$ cat config.mk
export PLATFORM = sky130hd
export DESIGN_NAME = mul_share_ctrl
export DESIGN_NICKNAME = d
export VERILOG_FILES = /design/src/rtl/mul_share_pkg.sv /design/src/rtl/mul_share_rr_pick.sv /design/src/rtl/mul_share_ctrl.sv
export SDC_FILE = /design/constraint.sdc
export NUM_CORES = 1
export LEC_CHECK = 0
export BUFFER_PORTS_ARGS = -buffer_cell sky130_fd_sc_hd__buf_2
export CORE_AREA = 3 3 129 131
export DETAILED_ROUTE_END_ITERATION = 12
export DIE_AREA = 0 0 132 134
export MAX_ROUTING_LAYER = met4
export PLACE_DENSITY = 0.75
export SYNTH_ARGS = -nofsm -noshare
export SYNTH_HDL_FRONTEND = slang
export SYNTH_SLANG_ARGS = --single-unit
export TNS_END_PERCENT = 5
$ cat constraint.sdc
create_clock -name clk_i -period 1.95 [get_ports clk_i]
set_clock_uncertainty 0.1 [all_clocks]
set_input_delay 0.39 -clock clk_i [delete_from_list [all_inputs] [get_ports clk_i]]
set_output_delay 0.39 -clock clk_i [all_outputs]
set_load 0.01 [all_outputs]
$ cat src/rtl/mul_share_pkg.sv
// mul_share_pkg
// Shared definitions for the multiplier-sharing controller: controller
// state encoding, operand/product widths and the default watchdog limit.
package mul_share_pkg;

  localparam int OP_W        = 32;
  localparam int PROD_W      = 64;
  localparam int DEF_TIMEOUT = 40;

  typedef enum logic [1:0] {
    IDLE,
    LAUNCH,
    WAIT,
    DONE
  } state_e;

endpackage

$ cat src/rtl/mul_share_rr_pick.sv
// rr_pick
// Combinational round-robin priority select. Starting at ptr_i and wrapping
// upward, the first set request bit wins.
// Ports:
//   req_i  [N]   request vector
//   ptr_i  [PW]  index holding highest priority
//   gnt_o  [N]   one-hot winner (all zero when no request)
//   any_o        at least one request present
module rr_pick
  import mul_share_pkg::*;
#(
  parameter int N  = 2,
  parameter int PW = (N > 1) ? $clog2(N) : 1
) (
  input  logic [N-1:0]  req_i,
  input  logic [PW-1:0] ptr_i,
  output logic [N-1:0]  gnt_o,
  output logic          any_o
);

  logic          found;
  logic [PW-1:0] idx;

  always_comb begin
    gnt_o = '0;
    found = 1'b0;
    idx   = '0;
    for (int i = 0; i < N; i++) begin
      idx = PW'((int'(ptr_i) + i) % N);
      if (!found && req_i[idx]) begin
        gnt_o[idx] = 1'b1;
        found      = 1'b1;
      end
    end
  end

  assign any_o = |req_i;

endmodule

$ cat src/rtl/mul_share_ctrl.sv
// mul_share_ctrl
// Round-robin controller sharing one sequential 32x32 multiplier between N
// requesters. It latches the winning request's operands, pulses the
// multiplier restart, waits for the valid strobe and hands the 64-bit
// product back to the owner.
// Optional feature: define MUL_SHARE_TIMEOUT_EN to enable a WAIT watchdog
// that aborts after TIMEOUT cycles with product=0 and err_o=1.
// Ports:
//   clk_i, rst_i           clock, synchronous active-high reset
//   req_i [N]              per-requester request level
//   a_i, b_i [32*N]        operands, slice i for requester i
//   sign_i [N]             signed-mode bit per requester
//   gnt_o [N]              one-hot grant pulse (operands latched this cycle)
//   done_o [N]             one-hot completion pulse
//   product_o [64]         result, held until the next done
//   err_o                  watchdog abort flag, pulses with done
//   mul_a_o, mul_b_o [32]  operands to the multiplier
//   mul_sign_o             sign mode to the multiplier
//   mul_start_o            one-cycle restart pulse to the multiplier
//   mul_product_i [64]     multiplier result
//   mul_valid_i            multiplier completion strobe
module mul_share_ctrl
  import mul_share_pkg::*;
#(
  parameter int N       = 2,
  parameter int TIMEOUT = DEF_TIMEOUT
) (
  input  logic                clk_i,
  input  logic                rst_i,
  input  logic [N-1:0]        req_i,
  input  logic [OP_W*N-1:0]   a_i,
  input  logic [OP_W*N-1:0]   b_i,
  input  logic [N-1:0]        sign_i,
  output logic [N-1:0]        gnt_o,
  output logic [N-1:0]        done_o,
  output logic [PROD_W-1:0]   product_o,
  output logic                err_o,
  output logic [OP_W-1:0]     mul_a_o,
  output logic [OP_W-1:0]     mul_b_o,
  output logic                mul_sign_o,
  output logic                mul_start_o,
  input  logic [PROD_W-1:0]   mul_product_i,
  input  logic                mul_valid_i
);

  localparam int PW = (N > 1) ? $clog2(N) : 1;

  state_e              state_q, state_d;
  logic [PW-1:0]       ptr_q, ptr_d;
  logic [PW-1:0]       owner_q, owner_d;
  logic [OP_W-1:0]     mul_a_q, mul_a_d;
  logic [OP_W-1:0]     mul_b_q, mul_b_d;
  logic                mul_sign_q, mul_sign_d;
  logic [PROD_W-1:0]   product_q, product_d;

`ifdef MUL_SHARE_TIMEOUT_EN
  localparam int CW = $clog2(TIMEOUT + 1);
  logic [CW-1:0]       cnt_q, cnt_d;
  logic                err_q, err_d;
`endif

  logic [N-1:0]        pick_gnt;
  logic                pick_any;
  logic [PW-1:0]       pick_idx;

  rr_pick #(.N(N), .PW(PW)) u_pick (
    .req_i (req_i),
    .ptr_i (ptr_q),
    .gnt_o (pick_gnt),
    .any_o (pick_any)
  );

  // One-hot winner converted to an index for owner bookkeeping and slicing.
  always_comb begin
    pick_idx = '0;
    for (int i = 0; i < N; i++) begin
      if (pick_gnt[i]) pick_idx = PW'(i);
    end
  end

  // Next-state and Mealy outputs. All outputs are forced low during a reset
  // cycle so an aborted transaction never produces a stray gnt/done.
  always_comb begin
    state_d     = state_q;
    ptr_d       = ptr_q;
    owner_d     = owner_q;
    mul_a_d     = mul_a_q;
    mul_b_d     = mul_b_q;
    mul_sign_d  = mul_sign_q;
    product_d   = product_q;
    gnt_o       = '0;
    done_o      = '0;
    err_o       = 1'b0;
    mul_start_o = 1'b0;
`ifdef MUL_SHARE_TIMEOUT_EN
    cnt_d       = cnt_q;
    err_d       = err_q;
`endif
    if (!rst_i) begin
      case (state_q)
        IDLE: begin
          if (pick_any) begin
            gnt_o      = pick_gnt;
            owner_d    = pick_idx;
            mul_a_d    = a_i[int'(pick_idx)*OP_W +: OP_W];
            mul_b_d    = b_i[int'(pick_idx)*OP_W +: OP_W];
            mul_sign_d = sign_i[pick_idx];
            state_d    = LAUNCH;
          end
        end
        LAUNCH: begin
          mul_start_o = 1'b1;
          state_d     = WAIT;
`ifdef MUL_SHARE_TIMEOUT_EN
          cnt_d       = '0;
          err_d       = 1'b0;
`endif
        end
        WAIT: begin
          // A valid strobe in the same cycle as the timeout takes priority.
          if (mul_valid_i) begin
            product_d = mul_product_i;
            state_d   = DONE;
`ifdef MUL_SHARE_TIMEOUT_EN
            err_d     = 1'b0;
          end else if (cnt_q == CW'(TIMEOUT)) begin
            product_d = '0;
            err_d     = 1'b1;
            state_d   = DONE;
          end else begin
            cnt_d     = cnt_q + CW'(1);
`endif
          end
        end
        DONE: begin
          done_o[owner_q] = 1'b1;
`ifdef MUL_SHARE_TIMEOUT_EN
          err_o           = err_q;
`endif
          if (int'(owner_q) == N - 1) ptr_d = '0;
          else                        ptr_d = owner_q + PW'(1);
          state_d = IDLE;
        end
        default: state_d = IDLE;
      endcase
    end
  end

  always_ff @(posedge clk_i) begin
    if (rst_i) state_q <= IDLE;
    else       state_q <= state_d;
  end

  always_ff @(posedge clk_i) begin
    if (rst_i) begin
      ptr_q      <= '0;
      owner_q    <= '0;
      mul_a_q    <= '0;
      mul_b_q    <= '0;
      mul_sign_q <= 1'b0;
      product_q  <= '0;
`ifdef MUL_SHARE_TIMEOUT_EN
      cnt_q      <= '0;
      err_q      <= 1'b0;
`endif
    end else begin
      ptr_q      <= ptr_d;
      owner_q    <= owner_d;
      mul_a_q    <= mul_a_d;
      mul_b_q    <= mul_b_d;
      mul_sign_q <= mul_sign_d;
      product_q  <= product_d;
`ifdef MUL_SHARE_TIMEOUT_EN
      cnt_q      <= cnt_d;
      err_q      <= err_d;
`endif
    end
  end

  assign mul_a_o    = mul_a_q;
  assign mul_b_o    = mul_b_q;
  assign mul_sign_o = mul_sign_q;
  assign product_o  = product_q;

endmodule

**Word-level counts from Yosys, hierarchy flattened**

Index checks and enable logic that the tools add are counted.

- Register bits after elaboration: 133
- Latch bits: 0
- Memory bits (writable): 0
- Bits in read-only memories: 0
- Output and inout bits: 135
- Word-level logic and storage cells: 61
- Memories kept: 0

- $add $sub $neg: 2
- $mul: 0
- Divide/modulo/power cells: 0
- Order comparisons: 7
- Eq/ne operators: 5
- Shifts and indexed selects: 2
- Multiplexer cells: 27
- Bitwise gates (word level): 1
- Reduce and logical (&&, ||, !) cells: 10

Operator list:

| kind | count |
|---|---|
| $shiftx A64 B7 Y32 | 2 |
| $mux W2 | 9 |
| $mux W1 | 14 |
| $lt A1 B2 Y1 const B | 4 |
| $pmux W2 S4 | 1 |
| $reduce_and A2 Y1 | 3 |
| $eq A2 B2 Y1 const B | 2 |
| $logic_and A1 B1 Y1 | 4 |
| $ne A2 B2 Y1 const B | 2 |
| $demux W1 S1 | 3 |
| $ge A1 B1 Y1 const B | 3 |
| $add A1 B1 Y1 const B | 2 |
| $eq A2 B1 Y1 const B | 1 |
| $logic_not A2 Y1 | 1 |
| $or A2 B2 Y2 | 1 |
| $reduce_or A2 Y1 | 1 |
| $logic_not A1 Y1 | 1 |

**Longest topological paths before layout**

Gate-level depths: netlist (run 1).

- Depth after elaboration: 10
- Depth in mapped cells: 8
- Depth with buffers taken out: 5

**By module**

From an unflattened synthesis (run 1), not the netlist that was laid out.

- Cells, all modules: 603
- Area, all modules: 5495.3 µm²

By module, submodules not included:

| module | instances | cells each | area each (µm²) | seq. area each (µm²) |
|---|---|---|---|---|
| mul_share_ctrl | 1 | 599 | 5470.2 | 2662.6 |
| rr_pick | 1 | 4 | 25.0 | 0.0 |

**Least setup slack after synthesis (run 1)**

No wires, ideal clock.

- Kind: input -> output
- Start point: input port req_i[1]
- End point: output port gnt_o[1]
- Arrival time: 1282 ps
- Required time: 1460 ps
- Path slack: 178 ps
- Stages: 5
- Buffers on the path: 3
- Cell sequence: buf_4 > inv_2 > buf_2 > buf_2 > nor4_1

- Word-level cells in the longest chain between the ends: 9
- Elaborated cells on any way between the ends: 14
- Classes of those cells: mux: 10; bitwise: 1; reduce/logical: 3

RTL lines:

| item | line | RTL |
|---|---|---|
| start, declared | mul_share_ctrl.sv:30 | `input logic [N-1:0] req_i,` |
| $mux W1 (implied by the code) (2 in series) | mul_share_rr_pick.sv:30 | `if (!found && req_i[idx]) begin` |
| $mux W1 | mul_share_rr_pick.sv:30 |  |
| $logic_not A1 Y1 | mul_share_rr_pick.sv:30 |  |
| $logic_and A1 B1 Y1 | mul_share_rr_pick.sv:30 |  |
| $mux W2 | mul_share_rr_pick.sv:30 |  |
| $mux W2 * | mul_share_ctrl.sv:102 | `if (pick_any) begin` |
| $mux W2 * | mul_share_ctrl.sv:100 | `case (state_q)` |
| $mux W2 * | mul_share_ctrl.sv:99 | `if (!rst_i) begin` |
| end, declared | mul_share_ctrl.sv:34 | `output logic [N-1:0] gnt_o,` |

Every way passes the cells marked *; elsewhere a longest branch is shown, timed or not. The select of a mux whose other input is x is not followed.

**Final worst setup path (run 1)**

- Start point: register ptr_q
- End point: output port gnt_o[1]

- Word-level cells in the longest chain between the ends: 10
- Elaborated cells on any way between the ends: 24
- Classes of those cells: add/sub: 1; order compare: 4; mux: 14; bitwise: 1; reduce/logical: 4

RTL lines:

| item | line | RTL |
|---|---|---|
| start, declared | mul_share_ctrl.sv:49 | `logic [PW-1:0] ptr_q, ptr_d;` |
| start signal, assigned | mul_share_ctrl.sv:167 | `ptr_q <= ptr_d;` |
| $add A1 B1 Y1, or another cell as far along | mul_share_rr_pick.sv:29 | `idx = PW'((int'(ptr_i) + i) % N);` |
| $lt A1 B2 Y1 (implied by the code), or another cell as far along | mul_share_rr_pick.sv:31 | `gnt_o[idx] = 1'b1;` |
| $logic_and A1 B1 Y1 (implied by the code) / $mux W1 (equally long branches) | mul_share_rr_pick.sv:31 |  |
| $mux W1 (implied by the code) / $demux W1 S1 (equally long branches) | -- |  |
| $demux W1 S1 / $mux W2 (equally long branches) | -- |  |
| $or A2 B2 Y2 (no line) | -- |  |
| $mux W2 * | mul_share_rr_pick.sv:30 |  |
| $mux W2 * | mul_share_ctrl.sv:102 |  |
| $mux W2 * | mul_share_ctrl.sv:100 |  |
| $mux W2 * | mul_share_ctrl.sv:99 |  |

Marked as above.

==> results of run 1 <==
-- timing repair --
action	4_1_cts	5_1_grt
endpoints found under the setup margin	2	2
resized for setup	8	0
cloned	0	0
pin swaps	2	0
setup buffers	1	0
-- worst paths after layout --
path | cells past startpoint | to | startpoint | slack [ps]
max | 3 | gnt_o[1] | ptr_q$_SDFFE_PP0N_ | 3
min | 3 | product_o[57]$_SDFFE_PP0P_ | mul_product_i[57] | 110
max reg2reg | 6 | mul_a_o[5]$_SDFFE_PP0P_ | state_q[1]$_SDFFE_PP0P_ | 310
min reg2reg | 2 | product_o[45]$_SDFFE_PP0P_ | product_o[45]$_SDFFE_PP0P_ | 350
-- flip-flops by register name, indices dropped and copies added, names as in the netlist --
register	count
mul_sign_o	1
state_q	2
mul_a_o	32
owner_q	1
ptr_q	1
mul_b_o	32
product_o	64
-- critical path: cells and delay by family, from the launching register on --
kind                   cells  cell delay, ps
buffers and inverters      1             190
flip-flops                 1             340
AND/OR/NAND/NOR            2             510
-- kinds of logic after synthesis --
logic type / share of synthesized area (%)
flip-flops: 47.9
AO/OA/AOI/OAI: 22.6
buffers and inverters: 7.64
adder cells (fa/ha/maj): 0.901
multiplexers: 0.361
AND/OR/NAND/NOR: 20.5
other: 0.0675
-- power by group --
group,total [uW],switching [uW],leakage (uW),internal (uW)
Sequential,3800,369,0.00109,3430
Clock,3120,1220,0.000271,1910
Combinational,3230,1880,0.00219,1350
Total,10200,3470,0.00355,6690
-- per-stage QoR --
| step | hold WS [ps] | power, uW | setup TNS, ps | utilization, % |
|---|---|---|---|---|
| floorplan | 381 | 5800 | 0 | - |
| global placement | 339 | 7040 | 0 | 46.5 |
| detailed placement | 343 | 7080 | 0 | 46.5 |
| CTS | 87.2 | 10300 | -40.3 | 50.4 |
| global route | 96.4 | 10800 | -139 | 50.4 |
| finish | 111 | 10200 | 0 | 50.4 |
-- metal layers --
| layer | wire length (um) | up-vias |
|---|---|---|
| li1 | - | 3016 |
| met1 | 7930 | 2774 |
| met2 | 9110 | 297 |
| met3 | 1500 | 21 |
| met4 | 305 | 0 |
| met5 | 0 | - |
-- area by class of cell --
| type | instances | area (um^2) | share of cell area [%] |
|---|---|---|---|
| Sequential cell | 133 | 2670 | 33.7 |
| Timing Repair Buffer | 351 | 1880 | 23.8 |
| Clock buffer | 19 | 443 | 5.60 |
| Clock inverter | 12 | 131 | 1.66 |
| Multi-Input combinational cell | 479 | 2500 | 31.6 |
| Inverter | 6 | 22.5 | 0.284 |
| Antenna cell | 1 | 2.50 | 0.0316 |
| Tap cell | 216 | 270 | 3.41 |
-- cells in the mapped netlist (2+ instances only) --
cell type / n
dfxtp_1: 133
nand2_1: 129
nor2_1: 69
a21oi_1: 65
a311oi_1: 65
nand3_1: 65
o21ai_0: 60
clkbuf_1: 32
buf_2: 25
buf_6: 11
inv_1: 5
o21ai_1: 5
ha_1: 4
buf_4: 3
nand2b_1: 3
clkbuf_2: 2
mux2i_1: 2
nor3b_1: 2
o21a_1: 2
o32a_1: 2
==> impl_metrics.py, run 1 <==
metrics = {
    "cts": {
        "cts_buffers": 17,
        "cts_tree": "built",
        "clk_pin_slew_worst_paths_ps": 60,
        "clock_latency_ps": 420,
        "cts.hold.buffers_added": 0,
        "clk_path_buf_depth": 2,
        "cts-root-buf": "clkbuf_16",
        "cts.sinks": 133,
        "htreeDepth": 4,
    },
    "place": {
        "detailed_place_hpwl_mm": 13.3,
        "placed_cell_area_mm2": 0.00731,
        "place.gp.congestion": 0.841,
        "port_buffers": 332,
        "preCtsSetupSlack_ps": 169,
        "placed_cells": 1184,
    },
    "worst_setup_path": {
        "required_ps": 1460,
        "crit_fanout": 4,
        "path_cells": "and2b_2 > nor4_2 > buf_2",
        "cp-start-kind": "register",
        "end_kind": "output port",
        "cp.arrival_ps": 1460,
        "slowest_stage": "dfxtp_2",
        "critPathMaxStageDelay_ps": 340,
        "path_class": "reg -> out",
    },
    "global_route": {
        "grt_pass1_vias": 5637,
        "use_met3_pct": 5.29,
        "met2_usage_pct": 33.8,
        "globalRouteTotalUtil_pct": 21.1,
        "grt.met1_usage_pct": 25.9,
        "grt_pass1_wl_mm": 29.2,
        "antenna_found_initial": 1,
        "busiest_layer": "met2",
        "grt.overflow.total": 0,
        "grt_max_degree": 77,
    },
    "synthesis": {
        "synth_nets": 894,
        "syn_area_per_cell_um2": 8.04,
        "ys_types": 27,
        "yosys.area.top_type": "dfxtp_1",
        "ys_ff_latch": 133,
        "yosysSeqAreaShare_pct": 47.9,
        "netlist_instances": 691,
        "syn_area_mm2": 0.00555,
        "synth_area_leaders": "dfxtp_1 48%, a311oi_1 10%, nand2_1 8.7%",
        "yosys_warnings": 0,
        "ys_async_sr_fraction_pct": 0,
        "synth.top_cell.area_share_pct": 47.9,
        "synth_edf_count": 0,
        "synthFlopType": "dfxtp_1",
    },
    "floorplanning": {
        "num_io_pins": 334,
        "dieArea_mm2": 0.0177,
        "rows": 46,
        "die_y_um": 134,
        "initial_core_util_pct": 35.3,
        "design.core.area_mm2": 0.0157,
        "die_w_um": 132,
    },
    "status": {
        "status": "complete, no violations",
    },
    "final_layout": {
        "instances_no_fill": 1217,
        "drive_gt1_share_pct": 39.4,
        "nets": 1191,
        "nFillCells": 1542,
        "area_growth_pct": 42.6,
        "mostFrequentLayoutCell": "buf_2",
        "layout_common_cells": "331 x buf_2, 130 x dfxtp_1, 128 x nand2_1",
        "final_area_mm2": 0.00792,
    },
    "hold_path": {
        "holdCritPathClass": "in -> reg",
    },
    "pwr": {
        "max-vdd-ir-drop_uv": 733,
        "p_per_area_mw_per_mm2": 1280,
        "leakage_uw": 0.00355,
    },
    "timing": {
        "max_freq_mhz": 513,
        "rsz0062_at_grt": "true",
        "fin_ws_ps": 2.57,
        "worst_pin_slew_ps": 803,
        "setup_violations": 0,
        "slew_headroom_pct": 46.5,
        "post-route-min-period_ps": 1950,
        "hold_viol": 0,
        "final_max_slew_viol_count": 0,
        "period_share_pct": 99.9,
    },
    "drt": {
        "vias_per_cell": 5.02,
        "dr.pass1.iters": 5,
        "routed_wl_mm": 18.9,
        "ant_nets": 0,
        "drtIter0Drc": 315,
        "drc": 0,
        "post_drt_wl_per_cell_um": 15.5,
        "vias": 6108,
    },
    "job": {
        "maxCapViolations": 0,
    },
}
Power figures use the tool's default switching activity.
==> run 2, diff against run 1 <==
Settings changed: CORE_AREA 3 3 129 131 to 3 3 127 129, DIE_AREA 0 0 132 134 to 0 0 130 132, PLACE_DENSITY 0.75 to 0.8.
Clock period 1.95 ns to 1.6 ns, I/O delays scaled along.
==> run 2 against run 1 <==
Final area increased by 4.5%. Count of clock-buffer cells in the layout unchanged. Non-clock buffer count increased by 20. Die area decreased by 3.0%. Via count increased by 2.8%. Worst hold slack got worse by 70 ps. Combinational power increased by 36%. Highest routed layer unchanged. Flip-flop and latch count unchanged. First-iteration DRC count increased by 6.0%. The run now ends with negative setup slack left.
==> impl_metrics.py, run 2 (synthesis results as in run 1) <==
metrics = {
    "worst_setup_path": {
        "critPathBufInv": 1,
        "path_delay_family": "simple AND/OR/NAND/NOR gates",
        "path_class": "reg -> out",
        "cp.arrival_ps": 1430,
        "required_ps": 1180,
        "cp-start-kind": "register",
        "path_cells": "and2b_2 > nor4_4 > buf_2",
        "crit_fanout": 2,
        "end_kind": "output port",
        "slowest_stage": "dfxtp_2",
        "critPathMaxStageDelay_ps": 330,
    },
    "final_layout": {
        "nets": 1211,
        "final_core_util_pct": 54.6,
        "mostFrequentLayoutCell": "buf_2",
        "drive_gt1_share_pct": 42.0,
        "final_area_mm2": 0.00827,
        "area_growth_pct": 48.9,
        "instances_no_fill": 1209,
        "largest_reg_flops": 64,
        "layout_common_cells": "330 x buf_2, 130 x dfxtp_1, 128 x nand2_1",
        "antenna_cells": 0,
    },
    "pwr": {
        "leakage_uw": 0.00374,
        "p_per_area_mw_per_mm2": 1600,
        "power_frac_seq_pct": 34.9,
        "power_frac_clock_pct": 31.9,
        "p_sw_uw": 4400,
        "max-vdd-ir-drop_uv": 848,
        "p_int_uw": 8840,
        "power_frac_comb_pct": 33.1,
        "p_sw_share_pct": 33.2,
    },
    "global_route": {
        "grt_pass1_wl_mm": 28.1,
        "grt.met1_usage_pct": 25.0,
        "busiest_layer": "met2",
        "antenna_found_initial": 0,
        "use_met3_pct": 5.27,
        "met2_usage_pct": 33.6,
        "globalRouteTotalUtil_pct": 20.8,
        "grt.overflow.total": 0,
        "grt_pass1_vias": 5701,
        "grt_max_degree": 89,
    },
    "timing": {
        "period_share_pct": 116,
        "max_freq_mhz": 539,
        "setup_violations": 5,
        "fin_ws_ps": -254,
        "hold_viol": 0,
        "final_max_slew_viol_count": 0,
        "post-route-min-period_ps": 1850,
        "rsz0062_at_grt": "true",
    },
    "drt": {
        "vias": 6279,
        "vias_per_cell": 5.19,
        "ant_nets": 0,
        "post_drt_wl_per_cell_um": 15.4,
        "dr.pass1.iters": 4,
        "routed_wl_mm": 18.6,
        "drtIter0Drc": 334,
        "drc": 0,
    },
    "cts": {
        "htreeDepth": 4,
        "cts.sinks": 133,
        "cts-root-buf": "clkbuf_16",
        "clk_path_buf_depth": 2,
        "clock_latency_ps": 410,
        "cts_tree": "built",
        "cts_buffers": 17,
        "clk_pin_slew_worst_paths_ps": 60,
        "cts.hold.buffers_added": 0,
    },
    "place": {
        "placed_cells": 1170,
        "place.gp.congestion": 0.800,
        "placed_cell_area_mm2": 0.00744,
        "port_buffers": 332,
        "detailed_place_hpwl_mm": 13.2,
        "preCtsSetupSlack_ps": -55.1,
    },
    "job": {
        "maxCapViolations": 0,
    },
    "floorplanning": {
        "die_y_um": 132,
        "dieArea_mm2": 0.0172,
        "num_io_pins": 334,
        "initial_core_util_pct": 36.7,
        "design.core.area_mm2": 0.0151,
        "die_w_um": 130,
        "rows": 45,
    },
    "hold_path": {
        "holdCritPathClass": "in -> reg",
    },
    "status": {
        "status": "finished with violations",
        "violations": "negative setup slack",
    },
}
[run 2: per-stage QoR]
stage	hold slack [ps]	setup TNS, ps	power [uW]
3_5_place_dp	343	-147	8780
5_1_grt	29.9	-1730	14000
6_report	40.4	-978	13200
4_1_cts	25.1	-1210	13100
3_3_place_gp	339	0	8690
2_1_floorplan	356	0	7080
[run 2: repair_timing]
item	CTS	global route
setup endpoints to repair	22	135
cloned	0	2
pin swaps	7	26
gates resized for setup	11	19
setup buffers	2	3
[run 2: worst paths after layout]
kind	startpoint	end	slack, ps	cells after the start
setup / recovery	ptr_q$_SDFFE_PP0N_	gnt_o[1]	-250	3
hold / removal	mul_product_i[59]	product_o[59]$_SDFFE_PP0P_	40	3
setup reg to reg	state_q[1]$_SDFFE_PP0P_	mul_a_o[1]$_SDFFE_PP0P_	40	7
hold reg to reg	product_o[3]$_SDFFE_PP0P_	product_o[3]$_SDFFE_PP0P_	350	2
[run 2: cell type report]
| class | count | area (um^2) |
|---|---|---|
| clock buffer | 19 | 453 |
| tap | 188 | 235 |
| timing repair buffer | 371 | 2120 |
| fill | 1432 | 6880 |
| multi-input combinational | 479 | 2580 |
| clock inverter | 13 | 191 |
| inverter | 6 | 22.5 |
| sequential | 133 | 2670 |
[run 2: metal layers]
metal	vias up	wire length (um)
li1	3059	-
met1	2880	7500
met2	307	9030
met3	33	1650
met4	0	431
met5	-	0
[run 2: worst reg2reg max path, delay by kind of cell (launching register included)]
kind,cells,cell delay (ps)
AOI/OAI and AO/OA,2,450
adders and majority gates,1,140
buffers and inverters,3,390
DFF,1,330
and+or+nand+nor,1,60
[run 2: power groups by stage]
stage	Clock, uW	Combinational (uW)	Sequential, uW
global placement	0	4050	4640
detailed placement	0	4120	4670
floorplan	0	2010	5060
global route	4450	4800	4730
finish	4230	4390	4630
CTS	4300	4160	4620
